### src/rtl/scalar_issue_ctrl.sv
`default_nettype none
// ============================================================================
// Module   : scalar_issue_ctrl
// Purpose  : Issue sequencer for the scalar lane. Pulls instructions from
//            IQ0, drives the scalar decoder and issues ALU ops to execute.
//            BRANCH, LOOP, HALT, YIELD and NOP are resolved here. Owns the
//            loop counter, the compare-flag interlock, the redirect/flush
//            request to fetch, and the halt/yield/fault status.
// Ports    : clk, rst_n            - clock, async active-low reset
//            start_i, resume_i     - run-control pulses
//            iq_valid_i/iq_instr_i/iq_ready_o  - IQ0 handshake
//            dec_instr_o           - pass-through to scalar decoder
//            dec_op_i/dec_illegal_i/dec_imm_i  - decoder results
//            ex_valid_o/ex_ready_i - ALU issue handshake
//            cmp_done_i/cmp_flag_i - CMP completion
//            lc_done_i/lc_value_i  - LCSET completion
//            redir_valid_o/redir_offs_o - redirect pulse to fetch
//            busy_o/halted_o/yielded_o/fault_o - status
// Revision : 1.0 - initial release
// ============================================================================
module scalar_issue_ctrl #(
  parameter int DATA_WIDTH = 32,
  parameter int LC_WIDTH   = 16,
  parameter int OFFS_WIDTH = 18
) (
  input  logic                  clk,
  input  logic                  rst_n,
  input  logic                  start_i,
  input  logic                  resume_i,
  input  logic                  iq_valid_i,
  input  logic [31:0]           iq_instr_i,
  output logic                  iq_ready_o,
  output logic [31:0]           dec_instr_o,
  input  logic [5:0]            dec_op_i,
  input  logic                  dec_illegal_i,
  input  logic [DATA_WIDTH-1:0] dec_imm_i,
  output logic                  ex_valid_o,
  input  logic                  ex_ready_i,
  input  logic                  cmp_done_i,
  input  logic                  cmp_flag_i,
  input  logic                  lc_done_i,
  input  logic [LC_WIDTH-1:0]   lc_value_i,
  output logic                  redir_valid_o,
  output logic [OFFS_WIDTH-1:0] redir_offs_o,
  output logic                  busy_o,
  output logic                  halted_o,
  output logic                  yielded_o,
  output logic                  fault_o
);

  // op_t encoding produced by the scalar decoder
  localparam logic [5:0] OP_ADD_IMM   = 6'd0;
  localparam logic [5:0] OP_ADD_REG   = 6'd1;
  localparam logic [5:0] OP_SUB_IMM   = 6'd2;
  localparam logic [5:0] OP_SUB_REG   = 6'd3;
  localparam logic [5:0] OP_SHL_IMM   = 6'd4;
  localparam logic [5:0] OP_SHL_REG   = 6'd5;
  localparam logic [5:0] OP_SHR_IMM   = 6'd6;
  localparam logic [5:0] OP_SHR_REG   = 6'd7;
  localparam logic [5:0] OP_MOV_IMM   = 6'd8;
  localparam logic [5:0] OP_MOV_REG   = 6'd9;
  localparam logic [5:0] OP_CMP_IMM   = 6'd10;
  localparam logic [5:0] OP_CMP_REG   = 6'd11;
  localparam logic [5:0] OP_LCSET_IMM = 6'd12;
  localparam logic [5:0] OP_LCSET_REG = 6'd13;
  localparam logic [5:0] OP_BRANCH    = 6'd16;
  localparam logic [5:0] OP_LOOP      = 6'd17;
  localparam logic [5:0] OP_HALT      = 6'd18;
  localparam logic [5:0] OP_YIELD     = 6'd19;
  localparam logic [5:0] OP_NOP       = 6'd20;

  typedef enum logic [2:0] {
    S_IDLE    = 3'd0,
    S_RUN     = 3'd1,
    S_FLUSH   = 3'd2,
    S_YIELDED = 3'd3,
    S_HALTED  = 3'd4,
    S_FAULT   = 3'd5
  } state_t;

  state_t                state_q, state_d;
  logic                  flag_q, flag_d;
  logic [LC_WIDTH-1:0]   lc_q, lc_d;
  logic                  cmp_pend_q, cmp_pend_d;
  logic                  lc_pend_q, lc_pend_d;

  logic                  cmp_issue;
  logic                  lc_issue;
  logic                  lc_dec;

  // Only the low OFFS_WIDTH immediate bits form a PC offset.
  logic                  unused_imm_hi;
  assign unused_imm_hi = ^dec_imm_i[DATA_WIDTH-1:OFFS_WIDTH];

  assign dec_instr_o = iq_instr_i;

  // --------------------------------------------------------------------------
  // Next-state and issue logic
  // --------------------------------------------------------------------------
  always_comb begin
    state_d       = state_q;
    iq_ready_o    = 1'b0;
    ex_valid_o    = 1'b0;
    redir_valid_o = 1'b0;
    redir_offs_o  = '0;
    cmp_issue     = 1'b0;
    lc_issue      = 1'b0;
    lc_dec        = 1'b0;

    case (state_q)
      S_IDLE, S_HALTED: begin
        if (start_i) state_d = S_RUN;
      end
      S_YIELDED: begin
        if (resume_i) state_d = S_RUN;
      end
      S_FLUSH: begin
        // One dead cycle lets fetch drop wrong-path IQ entries.
        state_d = S_RUN;
      end
      S_FAULT: begin
        state_d = S_FAULT;
      end
      S_RUN: begin
        if (iq_valid_i) begin
          if (dec_illegal_i) begin
            // Illegal instruction stays in IQ0 for post-mortem inspection.
            state_d = S_FAULT;
          end else begin
            case (dec_op_i)
              OP_ADD_IMM, OP_ADD_REG, OP_SUB_IMM, OP_SUB_REG,
              OP_SHL_IMM, OP_SHL_REG, OP_SHR_IMM, OP_SHR_REG,
              OP_MOV_IMM, OP_MOV_REG, OP_CMP_IMM, OP_CMP_REG,
              OP_LCSET_IMM, OP_LCSET_REG: begin
                ex_valid_o = 1'b1;
                iq_ready_o = ex_ready_i;
                cmp_issue  = ex_ready_i &&
                             (dec_op_i == OP_CMP_IMM || dec_op_i == OP_CMP_REG);
                lc_issue   = ex_ready_i &&
                             (dec_op_i == OP_LCSET_IMM || dec_op_i == OP_LCSET_REG);
              end
              OP_BRANCH: begin
                if (!cmp_pend_q) begin
                  iq_ready_o = 1'b1;
                  if (flag_q) begin
                    redir_valid_o = 1'b1;
                    redir_offs_o  = dec_imm_i[OFFS_WIDTH-1:0];
                    state_d       = S_FLUSH;
                  end
                end
              end
              OP_LOOP: begin
                if (!lc_pend_q) begin
                  iq_ready_o = 1'b1;
                  // lc==0 falls through, so the counter never wraps.
                  if (lc_q != '0) begin
                    lc_dec        = 1'b1;
                    redir_valid_o = 1'b1;
                    redir_offs_o  = dec_imm_i[OFFS_WIDTH-1:0];
                    state_d       = S_FLUSH;
                  end
                end
              end
              OP_HALT: begin
                if (!cmp_pend_q && !lc_pend_q) begin
                  iq_ready_o = 1'b1;
                  state_d    = S_HALTED;
                end
              end
              OP_YIELD: begin
                if (!cmp_pend_q && !lc_pend_q) begin
                  iq_ready_o = 1'b1;
                  state_d    = S_YIELDED;
                end
              end
              default: begin
                // NOP and any other legal-but-unhandled op: consume, no effect.
                iq_ready_o = 1'b1;
              end
            endcase
          end
        end
      end
      default: begin
        state_d = S_IDLE;
      end
    endcase
  end

  // --------------------------------------------------------------------------
  // Interlock state. Completions are honoured only while the matching pend
  // bit is set, so results still in flight across a reset are dropped.
  // A same-cycle completion + new issue leaves the pend bit set.
  // --------------------------------------------------------------------------
  always_comb begin
    flag_d     = flag_q;
    lc_d       = lc_q;
    cmp_pend_d = cmp_issue | (cmp_pend_q & ~cmp_done_i);
    lc_pend_d  = lc_issue  | (lc_pend_q  & ~lc_done_i);

    if (cmp_done_i && cmp_pend_q) flag_d = cmp_flag_i;

    if (lc_done_i && lc_pend_q) begin
      lc_d = lc_value_i;
    end else if (lc_dec) begin
      lc_d = lc_q - LC_WIDTH'(1);
    end
  end

  always_ff @(posedge clk or negedge rst_n) begin
    if (!rst_n) begin
      state_q    <= S_IDLE;
      flag_q     <= 1'b0;
      lc_q       <= '0;
      cmp_pend_q <= 1'b0;
      lc_pend_q  <= 1'b0;
    end else begin
      state_q    <= state_d;
      flag_q     <= flag_d;
      lc_q       <= lc_d;
      cmp_pend_q <= cmp_pend_d;
      lc_pend_q  <= lc_pend_d;
    end
  end

  assign busy_o    = (state_q == S_RUN) || (state_q == S_FLUSH);
  assign halted_o  = (state_q == S_HALTED);
  assign yielded_o = (state_q == S_YIELDED);
  assign fault_o   = (state_q == S_FAULT);

endmodule
`default_nettype wire

### config.mk
export PLATFORM = sky130hd
export DESIGN_NAME = scalar_issue_ctrl
export DESIGN_NICKNAME = d
export VERILOG_FILES = /design/src/rtl/scalar_issue_ctrl.sv
export SDC_FILE = /design/constraint.sdc
export NUM_CORES = 1
export LEC_CHECK = 0
export BUFFER_PORTS_ARGS = -buffer_cell sky130_fd_sc_hd__buf_4
export CORE_MARGIN = 10
export CORE_UTILIZATION = 44
export CTS_CLUSTER_DIAMETER = 150
export DETAILED_ROUTE_END_ITERATION = 12
export PLACE_DENSITY = 0.85
export REMOVE_ABC_BUFFERS = 1
export SLEW_MARGIN = 20
export SYNTH_ARGS = -nofsm -noshare
export SYNTH_HDL_FRONTEND = slang
export SYNTH_SLANG_ARGS = --single-unit
### constraint.sdc
create_clock -name clk -period 7.4 [get_ports clk]
set_clock_uncertainty 0.05 [all_clocks]
set_input_delay 1.48 -clock clk [delete_from_list [all_inputs] [get_ports clk]]
set_output_delay 1.48 -clock clk [all_outputs]
set_load 0.02 [all_outputs]
==> flow_summary.json, run 1 <==
{
  "status": "finished, final reports clean",
  "finalPower_uw": 487,
  "maxClockFrequency_mhz": 210,
  "post_drt_wl_per_cell_um": 19.8,
  "synth-async-reset-ratio_pct": 100,
  "routabilityCongestion": 0.792,
  "cp-start-kind": "input pin",
  "grtUsageTotal_pct": 16.2,
  "drtAntennaViolNets": 0,
  "dp_slack_ns": 2.32,
  "rsz0062_at_grt": "false",
  "tightest_slew_ns": 0.920,
  "root_buffer": "clkbuf_8",
  "cp_max_fo": 19,
  "ctsResizeCount": 0,
  "crit_slowest_cell": "nor4b_4",
  "viasPerCell": 5.47,
  "hp-class": "reg2reg",
  "syn2layout_area_growth_pct": 18.5,
  "hold_buffers": 0,
  "fin_nets": 365,
  "num_rows": 24,
  "final_common_cell": "buf_4",
  "yosys_warnings": 0,
  "maxCapViolations": 0,
  "dieArea_mm2": 0.00762,
  "r2r_slack_ns": 4.96,
  "drv_slew": 0,
  "layout_common_cells": "buf_4 (74), and2_1 (22), dfrtp_1 (22)",
  "setup_viol": 0,
  "synth_edf_count": 0,
  "htreeDepth": 1,
  "cts_buffer_depth": 2,
  "routed_wirelength_mm": 6.28,
  "post_synth_instance_area_mm2": 0.00199,
  "grt_max_degree": 31,
  "grt_pass1_vias": 1857,
  "routed-via-count": 1739,
  "syn_avg_cell_area_um2": 8.70,
  "ios": 153,
  "postCtsSetupBuffers": 0,
  "fin_crit_ns": 4.76,
  "final.period_utilization_pct": 64.4,
  "grt_overflow": 0,
  "p_per_area_mw_per_mm2": 206,
  "die_h_um": 87.3,
  "core-area_mm2": 0.00438,
  "antenna_cells": 0,
  "cts_tree": "done",
  "drt_iter0_markers": 74,
  "path_cells": "buf_4, nor4b_4, nand2_1, nor4b_4, and2_1, buf_4",
  "die_w_um": 87.3,
  "ys_ff_latch": 22,
  "synth_ff_type": "dfrtp_1",
  "setup_ws_ns": 2.64,
  "hpwl_mm": 5.26,
  "synth.distinct_cells": 52,
  "irDropWorstVdd_v": 0.000130,
  "initial_utilization_pct": 45.5,
  "io_buffers": 74,
  "numClockSinks": 22,
  "slowest_delay_ns": 0.64,
  "grt_pass1_wl_mm": 9.79,
  "required_ns": 5.87,
  "drive_gt1_share_pct": 35.7,
  "ys_seq_area_share_pct": 27.6,
  "hold_violations": 0,
  "endpoint_kind": "primary output",
  "numCtsBuffers": 3,
  "synthCells": 229,
  "drc_errors": 0,
  "p_leak_uw": 0.00106,
  "grt_antenna_before_repair": 0,
  "insertion_delay_ns": 0.26,
  "relSlewSlack_pct": 38.5,
  "clkTransAtPathRegs_ns": 0.07,
  "fin_tns_setup_ns": 0,
  "dp.cells": 315,
  "drt_first_pass_iters": 4,
  "stdcell_count": 318,
  "fill_cells": 425,
  "arrival_ns": 3.23,
  "holdWs_ns": 0.504,
  "worstSetupPathType": "in2out"
}
## final timing paths
| kind | cells past startpoint | to | start |
|---|---|---|---|
| max | 6 | redir_offs_o[14] | dec_illegal_i |
| min | 1 | flag_q | flag_q |
| max reg2reg | 7 | state_q[0] | lc_q[0] |
| min reg2reg | 1 | flag_q | flag_q |
| max in group asynchronous | 1 | lc_pend_q | rst_n |
| min in group asynchronous | 1 | state_q[0] | rst_n |
## flip-flops by register name, indices dropped and copies added (netlist names)
signal / flops
state_q: 3
lc_q: 16
cmp_pend_q: 1
lc_pend_q: 1
flag_q: 1
## cell type report
type | instances | area [um^2] | share of cell area [%]
timing repair buffer | 74 | 556 | 23.5
clock buffer | 3 | 41.3 | 1.75
tap | 52 | 65.1 | 2.76
sequential | 22 | 551 | 23.3
inverter | 7 | 26.3 | 1.11
multi-input combinational | 160 | 1120 | 47.5
## per-stage QoR
stage	area (um^2)	util [%]
floorplan	1690	-
detailed placement	2310	52.7
global placement	2310	52.7
finish	2360	53.9
global route	2360	53.9
CTS	2350	53.7
## synth_stat cells, types with 3 or more instances
cell type	instances	share of area, %
o21ai_0	5	1.3
nand2b_1	4	1.3
nand4b_1	3	1.3
nand2_1	8	1.5
nand3b_1	3	1.1
xnor2_1	6	2.6
nor2_1	21	4.0
nor3_1	9	2.3
a31oi_1	3	0.94
a21oi_1	19	4.8
dfrtp_1	22	28
xor2_1	8	3.5
and2_1	22	6.9
or3_1	4	1.3
mux2_2	3	1.7
nand3_1	6	1.5
buf_4	33	12
inv_1	7	1.3
## report_power, final
| part | switching (uW) | internal (uW) |
|---|---|---|
| sequential | 52.8 | 153 |
| clock | 36.2 | 36.3 |
| combinational | 102 | 107 |
## critical path: cells and delay by family
| family | cells | cell delay, ns |
|---|---|---|
| AND/OR/NAND/NOR | 4 | 1.48 |
| buffers and inverters | 2 | 0.27 |
## cell families after synthesis
kind of cell             after synthesis  share of synthesized area, %
buffers and inverters                 47                          16.5
multiplexers                           4                          2.20
AO/OA/AOI/OAI                         40                          12.5
adder cells (fa/ha/maj)                1                         0.628
XOR/XNOR                              14                          6.15
flip-flops                            22                          27.6
AND/OR/NAND/NOR                      101                          34.4
## metal layers
metal | share of wire, % | routed length (um) | track usage, %
met5 | 0 | 0 | 6.99
met4 | 0.30 | 19 | 2.17
met3 | 20 | 1260 | 15.7
met2 | 39 | 2430 | 21.0
met1 | 41 | 2570 | 18.6
(Power assumes the default switching activity.)
==> run 2: changes to the inputs <==
--- a/config.mk
+++ b/config.mk
@@ -5,12 +5,13 @@
 export SDC_FILE = /design/constraint.sdc
 export NUM_CORES = 1
 export LEC_CHECK = 0
+export ABC_AREA = 1
 export BUFFER_PORTS_ARGS = -buffer_cell sky130_fd_sc_hd__buf_4
 export CORE_MARGIN = 10
-export CORE_UTILIZATION = 44
+export CORE_UTILIZATION = 43
 export CTS_CLUSTER_DIAMETER = 150
 export DETAILED_ROUTE_END_ITERATION = 12
-export PLACE_DENSITY = 0.85
+export PLACE_DENSITY = 0.8
 export REMOVE_ABC_BUFFERS = 1
 export SLEW_MARGIN = 20
 export SYNTH_ARGS = -nofsm -noshare
==> constraint.sdc (replaced) <==
create_clock -name clk -period 4.4 [get_ports clk]
set_clock_uncertainty 0.05 [all_clocks]
set_input_delay 0.88 -clock clk [delete_from_list [all_inputs] [get_ports clk]]
set_output_delay 0.88 -clock clk [all_outputs]
set_load 0.02 [all_outputs]
==> run 2 against run 1 <==
- global-route usage fell by 0.83 points
- combinational power increased by 120%
- sequential power increased by 58%
- design area rose by 13%
- core utilization down 1.8 points
- sequential cell count did not move
==> flow_summary.json, run 2 <==
{
  "layout_common_cells": "nand2_1 (101), buf_4 (74), nor2_1 (58)",
  "drt_first_pass_iters": 4,
  "final_common_cell": "nand2_1",
  "grt_pass1_wl_mm": 10.8,
  "ios": 153,
  "hold_buffers": 0,
  "cts_buffer_depth": 2,
  "io_buffers": 74,
  "p_sw_share_pct": 43.1,
  "synth_compound_area_share_pct": 8.14,
  "arrival_ns": 2.20,
  "grt_max_degree": 29,
  "path_cells": "buf_4, inv_1, nand2_1, inv_1, nand2_2, nor3_4, nand2_1, nand2_2, nand3_4, nor2_1, buf_4",
  "syn2layout_area_growth_pct": 17.6,
  "routed_wirelength_mm": 6.88,
  "multi_input_area_mm2": 0.00119,
  "drv_slew": 0,
  "viasPerCell": 4.83,
  "insertion_delay_ns": 0.27,
  "numClockSinks": 22,
  "register_area_um2": 551,
  "synth.distinct_cells": 32,
  "clkPwrFrac_pct": 16.0,
  "p_int_uw": 525,
  "numCtsBuffers": 3,
  "num_rows": 26,
  "fill_cells": 520,
  "grtUsageTotal_pct": 15.4,
  "fin_nets": 499,
  "maxCapViolations": 0,
  "die_h_um": 92.5,
  "synthMuxAreaShare_pct": 0,
  "ys_ff_latch": 22,
  "antenna_cells": 0,
  "worstSetupPathType": "in2out",
  "maxClockFrequency_mhz": 320,
  "yosysTopAreaCell": "dfrtp_1",
  "drt_iter0_markers": 78,
  "switching_power_uw": 397,
  "synth_adder_area_share_pct": 0.554,
  "ys_seq_area_share_pct": 24.4,
  "crit_start": "dec_op_i[5]",
  "fin_tns_setup_ns": 0,
  "largest-register": "lc_q",
  "reg.largest.list": "lc_q: 16 flops, state_q: 3 flops",
  "synth_area_leaders": "dfrtp_1 (24%), nand2_1 (17%), buf_4 (11%)",
  "relSlewSlack_pct": 59.8,
  "required_ns": 3.47,
  "hold_violations": 0,
  "grt_pass1_vias": 2242,
  "cp_max_fo": 19,
  "largest_reg_flops": 16,
  "cts_tree": "done",
  "routabilityCongestion": 0.842,
  "p_per_area_mw_per_mm2": 347,
  "final_util_pct": 52.0,
  "synthCells": 360,
  "r2r_start": "lc_pend_q",
  "synth_top_family_by_area": "simple AND/OR/NAND/NOR gates",
  "synth_xor_area_share_pct": 1.55,
  "synth_edf_count": 0,
  "irDropWorstVdd_v": 0.000204,
  "grt_antenna_before_repair": 0,
  "hp-class": "in2async",
  "initial_utilization_pct": 44.2,
  "dpl-instance-area_mm2": 0.00260,
  "rsz0062_at_grt": "false",
  "grt_overflow": 0,
  "synth-async-reset-ratio_pct": 100,
  "yosys_warnings": 0,
  "core-area_mm2": 0.00511,
  "endpoint_kind": "primary output",
  "drive_gt1_share_pct": 27.4,
  "seqPwrFrac_pct": 35.2,
  "drtAntennaViolNets": 0,
  "htreeDepth": 1,
  "ctsResizeCount": 0,
  "final.period_utilization_pct": 71.1,
  "hpwl_mm": 5.59,
  "syn_avg_cell_area_um2": 6.28,
  "synth_most_common_cell": "nand2_1",
  "fin_crit_ns": 3.13,
  "post_drt_wl_per_cell_um": 14.6,
  "drc_errors": 0,
  "postCtsSetupBuffers": 0,
  "p_leak_uw": 0.00148,
  "root_buffer": "clkbuf_8",
  "tightest_slew_ns": 0.602,
  "cp-start-kind": "input pin",
  "crit_slowest_cell": "nor3_4",
  "setup_viol": 0,
  "synth_ff_type": "dfrtp_1",
  "post_synth_instance_area_mm2": 0.00226,
  "die_w_um": 92.5,
  "synth-simple-area-share_pct": 42.6,
  "clkTransAtPathRegs_ns": 0.09,
  "slowest_delay_ns": 0.18,
  "synthTopCellsByCount": "nand2_1 (101), nor2_1 (58), inv_1 (55), buf_4 (32), nand3_1 (24)",
  "status": "finished, final reports clean",
  "routed-via-count": 2276,
  "yosysTopAreaCellShare_pct": 24.4,
  "dieArea_mm2": 0.00855,
  "design_area_mm2": 0.00266,
  "combinationalPowerShare_pct": 48.8
}
run 2: cells by family (layout without fill, tap and decap cells):
logic type	Yosys count	count (layout)
AOI/OAI and AO/OA	27	27
buffers and inverters	94	135
xor gates and xnor gates	4	4
DFF	22	22
and+or+nand+nor	212	212
adders and majority gates	1	1
run 2: area by class of cell:
cell class / count / share of cell area (%)
clock buffers: 4 / 2.07
inverters: 57 / 8.05
multi-input cells: 244 / 45.0
flip-flops and latches: 22 / 20.7
well taps: 70 / 3.30
repair buffers: 74 / 20.9
run 2: path summary, 6_finish.rpt:
| check | endpoint | cells after the start | slack, ns |
|---|---|---|---|
| setup / recovery | redir_offs_o[6] | 11 | 1.27 |
| hold / removal | lc_q[7] | 1 | 0.44 |
| setup reg to reg | lc_q[0] | 5 | 2.22 |
| hold reg to reg | flag_q | 1 | 0.45 |
| max in group asynchronous | lc_q[12] | 1 | 3.62 |
| min in group clk | flag_q | 1 | 0.45 |
run 2: power groups by stage:
stage	clock [uW]	sequential (uW)	combinational, uW
detailed placement	0	328	452
finish	148	325	450
floorplan	0	310	333
global placement	0	324	437
CTS	150	324	454
global route	158	336	521
run 2: critical path, delay by kind of cell:
family                 cells  cell delay, ns
buffers and inverters      4            0.43
AND/OR/NAND/NOR            7            0.87
run 2: per-layer routing:
metal / up-vias / global-route usage (%) / wire (um)
met1: 997 / 18.7 / 3170
met2: 121 / 22.6 / 2680
li1: 1148 / - / -
met4: 2 / 3.08 / 49
met5: - / 2.98 / 31
met3: 8 / 9.20 / 948
run 2: through the flow:
step / cells / hold WS [ns] / power [uW] / setup WS, ns
2_1_floorplan: 323 / 0.416 / 643 / 1.53
3_3_place_gp: 467 / 0.439 / 761 / 1.32
3_5_place_dp: 467 / 0.446 / 780 / 1.26
4_1_cts: 471 / 0.452 / 928 / 1.26
5_1_grt: 471 / 0.455 / 1010 / 1.09
6_report: 471 / 0.436 / 922 / 1.27
==> run 3: changes to the inputs <==
==> constraint.sdc (replaced) <==
create_clock -name clk -period 2.9 [get_ports clk]
set_clock_uncertainty 0.05 [all_clocks]
set_input_delay 0.58 -clock clk [delete_from_list [all_inputs] [get_ports clk]]
set_output_delay 0.58 -clock clk [all_outputs]
set_load 0.02 [all_outputs]
==> run 3 against run 2 <==
- register-to-register slack got worse by 1.4 ns
- total power rose by 51%
- combinational power rose by 51%
- via count fell by 0.26%
- sequential cell count did not move
- cell count rose by 0.42%
- global-route usage fell by 0.26 points
- hold slack got worse by 0.29 ns
- clock-buffer cell count did not move
- wire length fell by 0.68%
- design area rose by 0.56%
- critical endpoint is now redir_offs_o[8]
==> flow_summary.json, run 3 (same netlist as run 2, synthesis figures left out) <==
{
  "numCtsBuffers": 3,
  "fin_nets": 501,
  "routabilityCongestion": 0.842,
  "post_drt_wl_per_cell_um": 14.4,
  "layout_common_cells": "nand2_1 (101), buf_4 (76), nor2_1 (58)",
  "grt_util_met3_pct": 8.31,
  "top_usage_layer": "met2",
  "syn2layout_area_growth_pct": 18.3,
  "slowest_delay_ns": 0.38,
  "arrival_ns": 2.02,
  "fin_crit_ns": 2.65,
  "htreeDepth": 1,
  "r2r_cells": 10,
  "maxCapViolations": 0,
  "design_area_mm2": 0.00267,
  "die_w_um": 92.5,
  "dp_slack_ns": 0.390,
  "grt_antenna_before_repair": 0,
  "routed-via-count": 2270,
  "maxClockFrequency_mhz": 378,
  "stdcell_count": 473,
  "hold_buffers": 0,
  "clkTransAtPathRegs_ns": 0.08,
  "largest-register": "lc_q",
  "rsz0062_at_grt": "false",
  "dieArea_mm2": 0.00855,
  "io_buffers": 74,
  "core-area_mm2": 0.00511,
  "grt_pass1_vias": 2218,
  "drt_iter0_markers": 89,
  "grt_pass1_wl_mm": 10.6,
  "p_leak_uw": 0.00149,
  "path_cells": "inv_1, ha_1, nand2_1, nor2_2, nand3_1, nand2_1, nand2_2, nand3_4, nor2_1, buf_4",
  "irDropWorstVdd_v": 0.000299,
  "drt_first_pass_iters": 4,
  "num_rows": 26,
  "drv_slew": 0,
  "die_h_um": 92.5,
  "initial_utilization_pct": 44.2,
  "routed_wirelength_mm": 6.83,
  "insertion_delay_ns": 0.27,
  "root_buffer": "clkbuf_8",
  "fin_tns_setup_ns": 0,
  "cp_max_fo": 19,
  "final_common_cell": "nand2_1",
  "r2r-end": "lc_q[8]",
  "worst-path-buf-inv": 2,
  "grtUsageTotal_pct": 15.1,
  "timing.critical_path.mode_cell": "nand2_1",
  "final.period_utilization_pct": 91.3,
  "ctsResizeCount": 0,
  "relSlewSlack_pct": 72.6,
  "grt_overflow": 0,
  "antenna_cells": 0,
  "postCtsSetupBuffers": 0,
  "status": "finished, final reports clean",
  "dpl-instance-area_mm2": 0.00262,
  "setup_viol": 0,
  "crit_slowest_cell": "dfrtp_1",
  "grt_max_degree": 29,
  "p_per_area_mw_per_mm2": 521,
  "hpwl_mm": 5.60,
  "cp-start-kind": "flip-flop",
  "r2r_slack_ns": 0.84,
  "cts_tree": "done",
  "hp-class": "in2async",
  "met2_usage_pct": 21.9,
  "fill_cells": 520,
  "drc_errors": 0,
  "r2r_start": "lc_q[0]",
  "largest_reg_flops": 16,
  "worstSetupPathType": "reg2out",
  "drive_gt1_share_pct": 27.8,
  "crit_start": "lc_q[0]",
  "drtAntennaViolNets": 0,
  "final_util_pct": 52.3,
  "ios": 153,
  "gr-usage-met1_pct": 19.0,
  "dp.cells": 469,
  "required_ns": 2.27,
  "reg.largest.list": "lc_q: 16 flops, state_q: 3 flops",
  "cp_top_family": "simple AND/OR/NAND/NOR gates",
  "setup_ws_ns": 0.254,
  "endpoint_kind": "primary output",
  "numClockSinks": 22,
  "viasPerCell": 4.80,
  "hold_violations": 0,
  "tightest_slew_ns": 0.410,
  "cts_buffer_depth": 2
}
-- run 3: power breakdown --
group          switching (uW)  total, uW  internal, uW
Sequential               91.9        488           396
Clock                     103        224           121
Combinational             402        681           279
-- run 3: how the worst max path moves through the flow --
stage                       endpoint  slack, ns  cells after the start
floorplan            redir_offs_o[0]       0.63                      9
global placement     redir_offs_o[6]       0.42                     11
detailed placement   redir_offs_o[8]       0.39                      9
CTS                 redir_offs_o[10]       0.24                     10
global route        redir_offs_o[14]       0.09                     10
finish               redir_offs_o[8]       0.25                     10
-- run 3: layer usage --
layer	vias to the layer above	part of all wire (%)
li1	1156	-
met1	986	45
met2	118	39
met3	8	14
met4	2	0.89
met5	-	0.47
-- run 3: stage by stage --
step	total power (uW)	hold WS, ns
final	1390	0.142
after floorplan	976	0.234
after global placement	1160	0.439
after global routing	1530	0.159
after detailed placement	1180	0.444
after CTS	1410	0.151
-- run 3: layout make-up --
cell class | count | area (um^2) | area share (%)
sequential | 22 | 551 | 20.6
inverter | 57 | 214 | 8.01
timing repair buffer | 76 | 571 | 21.3
multi-input combinational | 244 | 1190 | 44.7
clock buffer | 4 | 55.1 | 2.06
tap | 70 | 87.6 | 3.28
